File: src/rtl/branch_redirect_ctrl.sv
// Branch resolution and fetch redirect controller.
// Compares the execute-stage outcome against the fetch-time prediction. On a
// mismatch it pulses flush for one cycle and holds a redirect to fetch until
// it is accepted, squashing execute results meanwhile. Also owns the 2-bit
// saturating BHT that fetch reads and that this block trains on resolution.
module branch_redirect_ctrl #(
   parameter int unsigned XLEN        = 64,
   parameter int unsigned BHT_ENTRIES = 64,
   parameter int unsigned CNT_W       = 32
) (
   input  logic             clk,
   input  logic             reset,
   input  logic             ex_valid,
   input  logic             ex_is_ctrl,
   input  logic             ex_is_cond,
   input  logic             ex_taken,
   input  logic [XLEN-1:0]  ex_pc,
   input  logic [XLEN-1:0]  ex_target,
   input  logic             ex_pred_taken,
   input  logic [XLEN-1:0]  ex_pred_target,
   input  logic [XLEN-1:0]  if_pc,
   output logic             if_pred_taken,
   output logic             flush,
   output logic             redirect_valid,
   output logic [XLEN-1:0]  redirect_pc,
   input  logic             redirect_ready,
   output logic             ex_squash,
   output logic [CNT_W-1:0] mispredict_count
);

   localparam int unsigned IDX_W = $clog2(BHT_ENTRIES);

   typedef enum logic {IDLE, REDIRECT} state_t;

   state_t           state_q, state_d;
   logic             flush_q, flush_d;
   logic [XLEN-1:0]  redirect_pc_q, redirect_pc_d;
   logic [CNT_W-1:0] cnt_q, cnt_d;
   logic [1:0]       bht_q [BHT_ENTRIES];
   logic [1:0]       bht_d [BHT_ENTRIES];

   logic [XLEN-1:0]  pc_plus4;
   logic [XLEN-1:0]  actual_next;
   logic [XLEN-1:0]  pred_next;
   logic [IDX_W-1:0] ex_idx;
   logic [IDX_W-1:0] if_idx;
   logic             resolve;
   logic             mispredict;
   logic             train;
   logic             if_pc_unused;

   // Resolution datapath and BHT lookup
   always_comb begin
      pc_plus4      = ex_pc + XLEN'(4);
      actual_next   = ex_taken ? ex_target : pc_plus4;
      pred_next     = ex_pred_taken ? ex_pred_target : pc_plus4;
      resolve       = (state_q == IDLE) && ex_valid && ex_is_ctrl;
      mispredict    = resolve && (actual_next != pred_next);
      train         = (state_q == IDLE) && ex_valid && ex_is_cond;
      ex_idx        = ex_pc[IDX_W+1:2];
      if_idx        = if_pc[IDX_W+1:2];
      if_pred_taken = bht_q[if_idx][1];
      if_pc_unused  = ^{if_pc[XLEN-1:IDX_W+2], if_pc[1:0]};
   end

   // Next-state, redirect capture, statistics and BHT training
   always_comb begin
      state_d       = state_q;
      flush_d       = mispredict;
      redirect_pc_d = redirect_pc_q;
      cnt_d         = cnt_q;
      bht_d         = bht_q;
      case (state_q)
         IDLE: begin
            if (mispredict) begin
               state_d       = REDIRECT;
               redirect_pc_d = actual_next;
               if (cnt_q != '1) cnt_d = cnt_q + CNT_W'(1);
            end
         end
         REDIRECT: begin
            if (redirect_ready) state_d = IDLE;
         end
         default: state_d = IDLE;
      endcase
      if (train) begin
         if (ex_taken) begin
            if (bht_q[ex_idx] != 2'b11) bht_d[ex_idx] = bht_q[ex_idx] + 2'b01;
         end else begin
            if (bht_q[ex_idx] != 2'b00) bht_d[ex_idx] = bht_q[ex_idx] - 2'b01;
         end
      end
   end

   // State and table registers with synchronous active-low reset
   always_ff @(posedge clk) begin
      if (!reset) begin
         state_q       <= IDLE;
         flush_q       <= 1'b0;
         redirect_pc_q <= '0;
         cnt_q         <= '0;
         for (int unsigned i = 0; i < BHT_ENTRIES; i++) bht_q[i] <= 2'b01;
      end else begin
         state_q       <= state_d;
         flush_q       <= flush_d;
         redirect_pc_q <= redirect_pc_d;
         cnt_q         <= cnt_d;
         bht_q         <= bht_d;
      end
   end

   // Output mapping
   always_comb begin
      flush            = flush_q;
      redirect_valid   = (state_q == REDIRECT);
      ex_squash        = (state_q == REDIRECT);
      redirect_pc      = redirect_pc_q;
      mispredict_count = cnt_q;
   end

endmodule

File: config.mk
export PLATFORM = sky130hd
export DESIGN_NAME = branch_redirect_ctrl
export DESIGN_NICKNAME = d
export VERILOG_FILES = /design/src/rtl/branch_redirect_ctrl.sv
export SDC_FILE = /design/constraint.sdc
export NUM_CORES = 1
export LEC_CHECK = 0
export ABC_AREA = 1
export CAP_MARGIN = 20
export CELL_PAD_IN_SITES_DETAIL_PLACEMENT = 2
export CELL_PAD_IN_SITES_GLOBAL_PLACEMENT = 2
export CORE_MARGIN = 5
export CORE_UTILIZATION = 26
export CTS_CLUSTER_DIAMETER = 30
export CTS_CLUSTER_SIZE = 20
export DETAILED_ROUTE_END_ITERATION = 10
export PLACE_DENSITY_LB_ADDON = 0.1
export SYNTH_ARGS = -nofsm -noshare
export SYNTH_HDL_FRONTEND = slang
export SYNTH_SLANG_ARGS = --single-unit
File: constraint.sdc
create_clock -name clk -period 4.3 [get_ports clk]
set_input_delay 0.86 -clock clk [delete_from_list [all_inputs] [get_ports clk]]
set_output_delay 0.86 -clock clk [all_outputs]
set_load 0.01 [all_outputs]
==> results.toml <==
[synth]
synth_largest_type_area_fraction_pct = 27.6
synth_compound_gate_area_share_pct = 17.7
postSynth.topFlopCell = "dfxtp_1"
synth.yosys.seq_area_share_pct = 27.6
synth_top_family_by_area = "simple AND/OR/NAND/NOR gates"
synth_enable_flop_cells = 0
synthCells = 2851
post_synth_main_area_contributors = "dfxtp_1, nand2_1, nor2_1"
ys.warnings.count = 0
syn_avg_cell_area_um2 = 5.75
post_synth_mux_area_share_pct = 0.183
syn-cell-area_um2 = 16400
postSynth.asyncResetShare_pct = 0
syn-num-nets = 3119
synth_largest_area_cell = "dfxtp_1"
synth_fa_ha_area_share_pct = 0.305
postSynthRegisterBits = 226
synth-xor-area-share_pct = 2.99
synth_simple_gate_area_share_pct = 41.5
synthDistinctLibCells = 50

[layout]
final_layout_size_suffix_gt1_share_pct = 18.4
final_common_cell = "nand2_1"
flow.area_growth_from_synthesis_pct = 60.0
leading_cell_types_in_the_layout_fill_and_taps_excluded = "nand2_1, buf_4, nor2_1"
design.final.nets = 3748

[power_and_ir_drop]
max_rail_drop_vdd_mv = 0.322
p_leak_nw = 11.3
power.density_cell_area_nw_per_um2 = 376
power_w = 0.00987

[clock_network]
num_cts_buffers = 79
clock_sinks = 226
insertion_delay_ps = 610
hold_buffers = 0
path_clk_slew_ps = 40
ctsLongestPathBuffers = 3
tritoncts = "built"
cell_at_the_root_of_the_clock_tree = "clkbuf_16"
count_of_h_tree_levels_built_during_cts = 3

[sta]
timing_hold_violations_final = 0
max_slew.worst_pin.slew_ps = 890
setup-violations-final = 0
holdWs_ps = 468
maxSlewHeadroom_pct = 40.7
max_slew_violation_total_from_the_final_report = 0
fin_crit_ps = 4230
achievable_frequency_mhz = 237
finalCritPeriodShare_pct = 98.3
finClkSkew_ps = 30.0

[grt]
grt_pass1_vias = 24802
globalRoute.totalOverflow = 0
antenna_found_initial = 8
first_pass_grt_wire_length_mm = 147
grt_max_degree = 88
grt_use_total_pct = 27.9

[worst_setup_path]
cp_max_fo = 9
crit_path_top_delay_cell = "clkdlybuf4s50_1"
cp.arrival_ps = 3370
cp_cell_sequence = "clkdlybuf4s50_1 -> buf_4 -> o21ai_0 -> o21ai_0 -> buf_4 -> o21ai_0 -> o22ai_1 -> nor2_1 -> o31ai_1 -> clkdlybuf4s50_1"
cpMostUsedCell = "o21ai_0"
worst-endpoint-required_ps = 3440
worst_path_largest_cell_delay_ps = 600
worstSetupEndpointType = "output port"
worst_setup_path_start_kind = "input port"
critPathKind = "input port to output port"

[floorplanning]
core_area_um2 = 62700
initial_utilization_pct = 26.2
fp.dieArea_um2 = 68200
die_boundary_height_um = 261
die-width_um = 261
row_count = 92
ioPinCount = 364

[drt]
detail_route.wirelength_mm = 99.0
routed_wirelength_normalized_by_instance_count_um = 22.5
vias_per_cell = 5.07
via_count = 22275
final_antenna_net_count = 0
first_iter_violations = 1049
detail_route.drc_violations = 0
drt_first_pass_iters = 5

[placement]
place_congestion = 0.930
io_buffer_count = 305
detailed_place_hpwl_mm = 74.8

[min_path]
min-delay-path-class = "register to register"

[status]
outcome = "complete, no violations"

[job]
reported_max_cap_violation_count = 0
-- power breakdown --
part | internal, W | total, W | leakage (nW) | switching (W)
registers | 0.00215 | 0.00218 | 1.83 | 0.0000289
clock network | 0.00450 | 0.00626 | 1.41 | 0.00176
logic | 0.000622 | 0.00143 | 8.03 | 0.000805
total | 0.00727 | 0.00987 | 11.3 | 0.00260
-- worst max-delay path: cells and delay by family --
kind / cells / cell delay [ps]
compound gates: 5 / 920
buf+inv: 4 / 1520
simple gates: 1 / 60
-- cells in the mapped netlist, types with 3 or more instances --
master       n
nand3_1    200
buf_1        9
buf_2       16
and2_1       3
o21ai_1     11
o21ai_0    233
nor2_1     320
clkinv_1     3
xor2_1      36
nor2_2      10
nand2_1    902
o22ai_1     44
a221oi_1     8
nor3_1      26
o41ai_1     11
nand2_2      5
clkbuf_1   102
ha_1         4
nand4_1     64
dfxtp_1    226
or2_2       67
a22oi_1      4
inv_2        4
a21oi_2      6
mux2i_1      3
buf_4        7
inv_1      266
o21bai_1     3
nor4_1      12
xnor2_1     20
o2111ai_1    5
a21oi_1    194
a31oi_1      3
-- what timing repair did --
item                                    4_1_cts  5_1_grt
cloned                                        1        1
gates resized for setup                      15       35
pin swaps                                     1        6
endpoints found under the setup margin      182      171
setup buffers                                 0        3
-- per-stage QoR --
stage               setup TNS [ps]  instance area, µm²  std cells  worst slack, ps  util (%)
detailed placement         -142730               23100       4239             -788      36.8
global placement           -136230               23100       4239             -734      36.8
floorplan                        0               16400       2851              344         -
global route                 -16.9               26200       4392            -13.6      41.8
CTS                              0               26100       4386             23.4      41.6
finish                           0               26300       4395             74.0      41.9
-- layer usage --
layer	part of all wire (%)	track usage, %	up-vias	wire length (µm)
met5	0.027	0	-	27
met4	3.1	9.47	4	3020
met3	4.4	4.75	147	4370
met2	48	48.5	466	47300
met1	45	35.0	11062	44300
li1	-	-	10596	-
-- final cells by class --
cell class / instances / area (µm²)
flip-flops and latches: 226 / 4520
clock buffers: 107 / 2250
diodes: 4 / 10.0
repair buffers: 684 / 6280
fillers: 7466 / 36500
inverters: 274 / 1040
clock inverters: 39 / 662
well taps: 846 / 1060
multi-input cells: 2215 / 10400
-- path summary, 6_finish.rpt --
kind	startpoint	cells after the start	slack [ps]	endpoint
max	if_pc[3]	10	70	if_pred_taken
max reg2reg	mispredict_count[0]	13	1000	mispredict_count[18]
min reg2reg	register	2	470	register
min	register	2	470	register
-- cell families after synthesis --
family,after synthesis
AO/OA/AOI/OAI,534
XOR/XNOR,56
adder cells (fa/ha/maj),4
buffers and inverters,410
flip-flops,226
multiplexers,3
AND/OR/NAND/NOR,1618
Power figures use the tool's default switching activity.
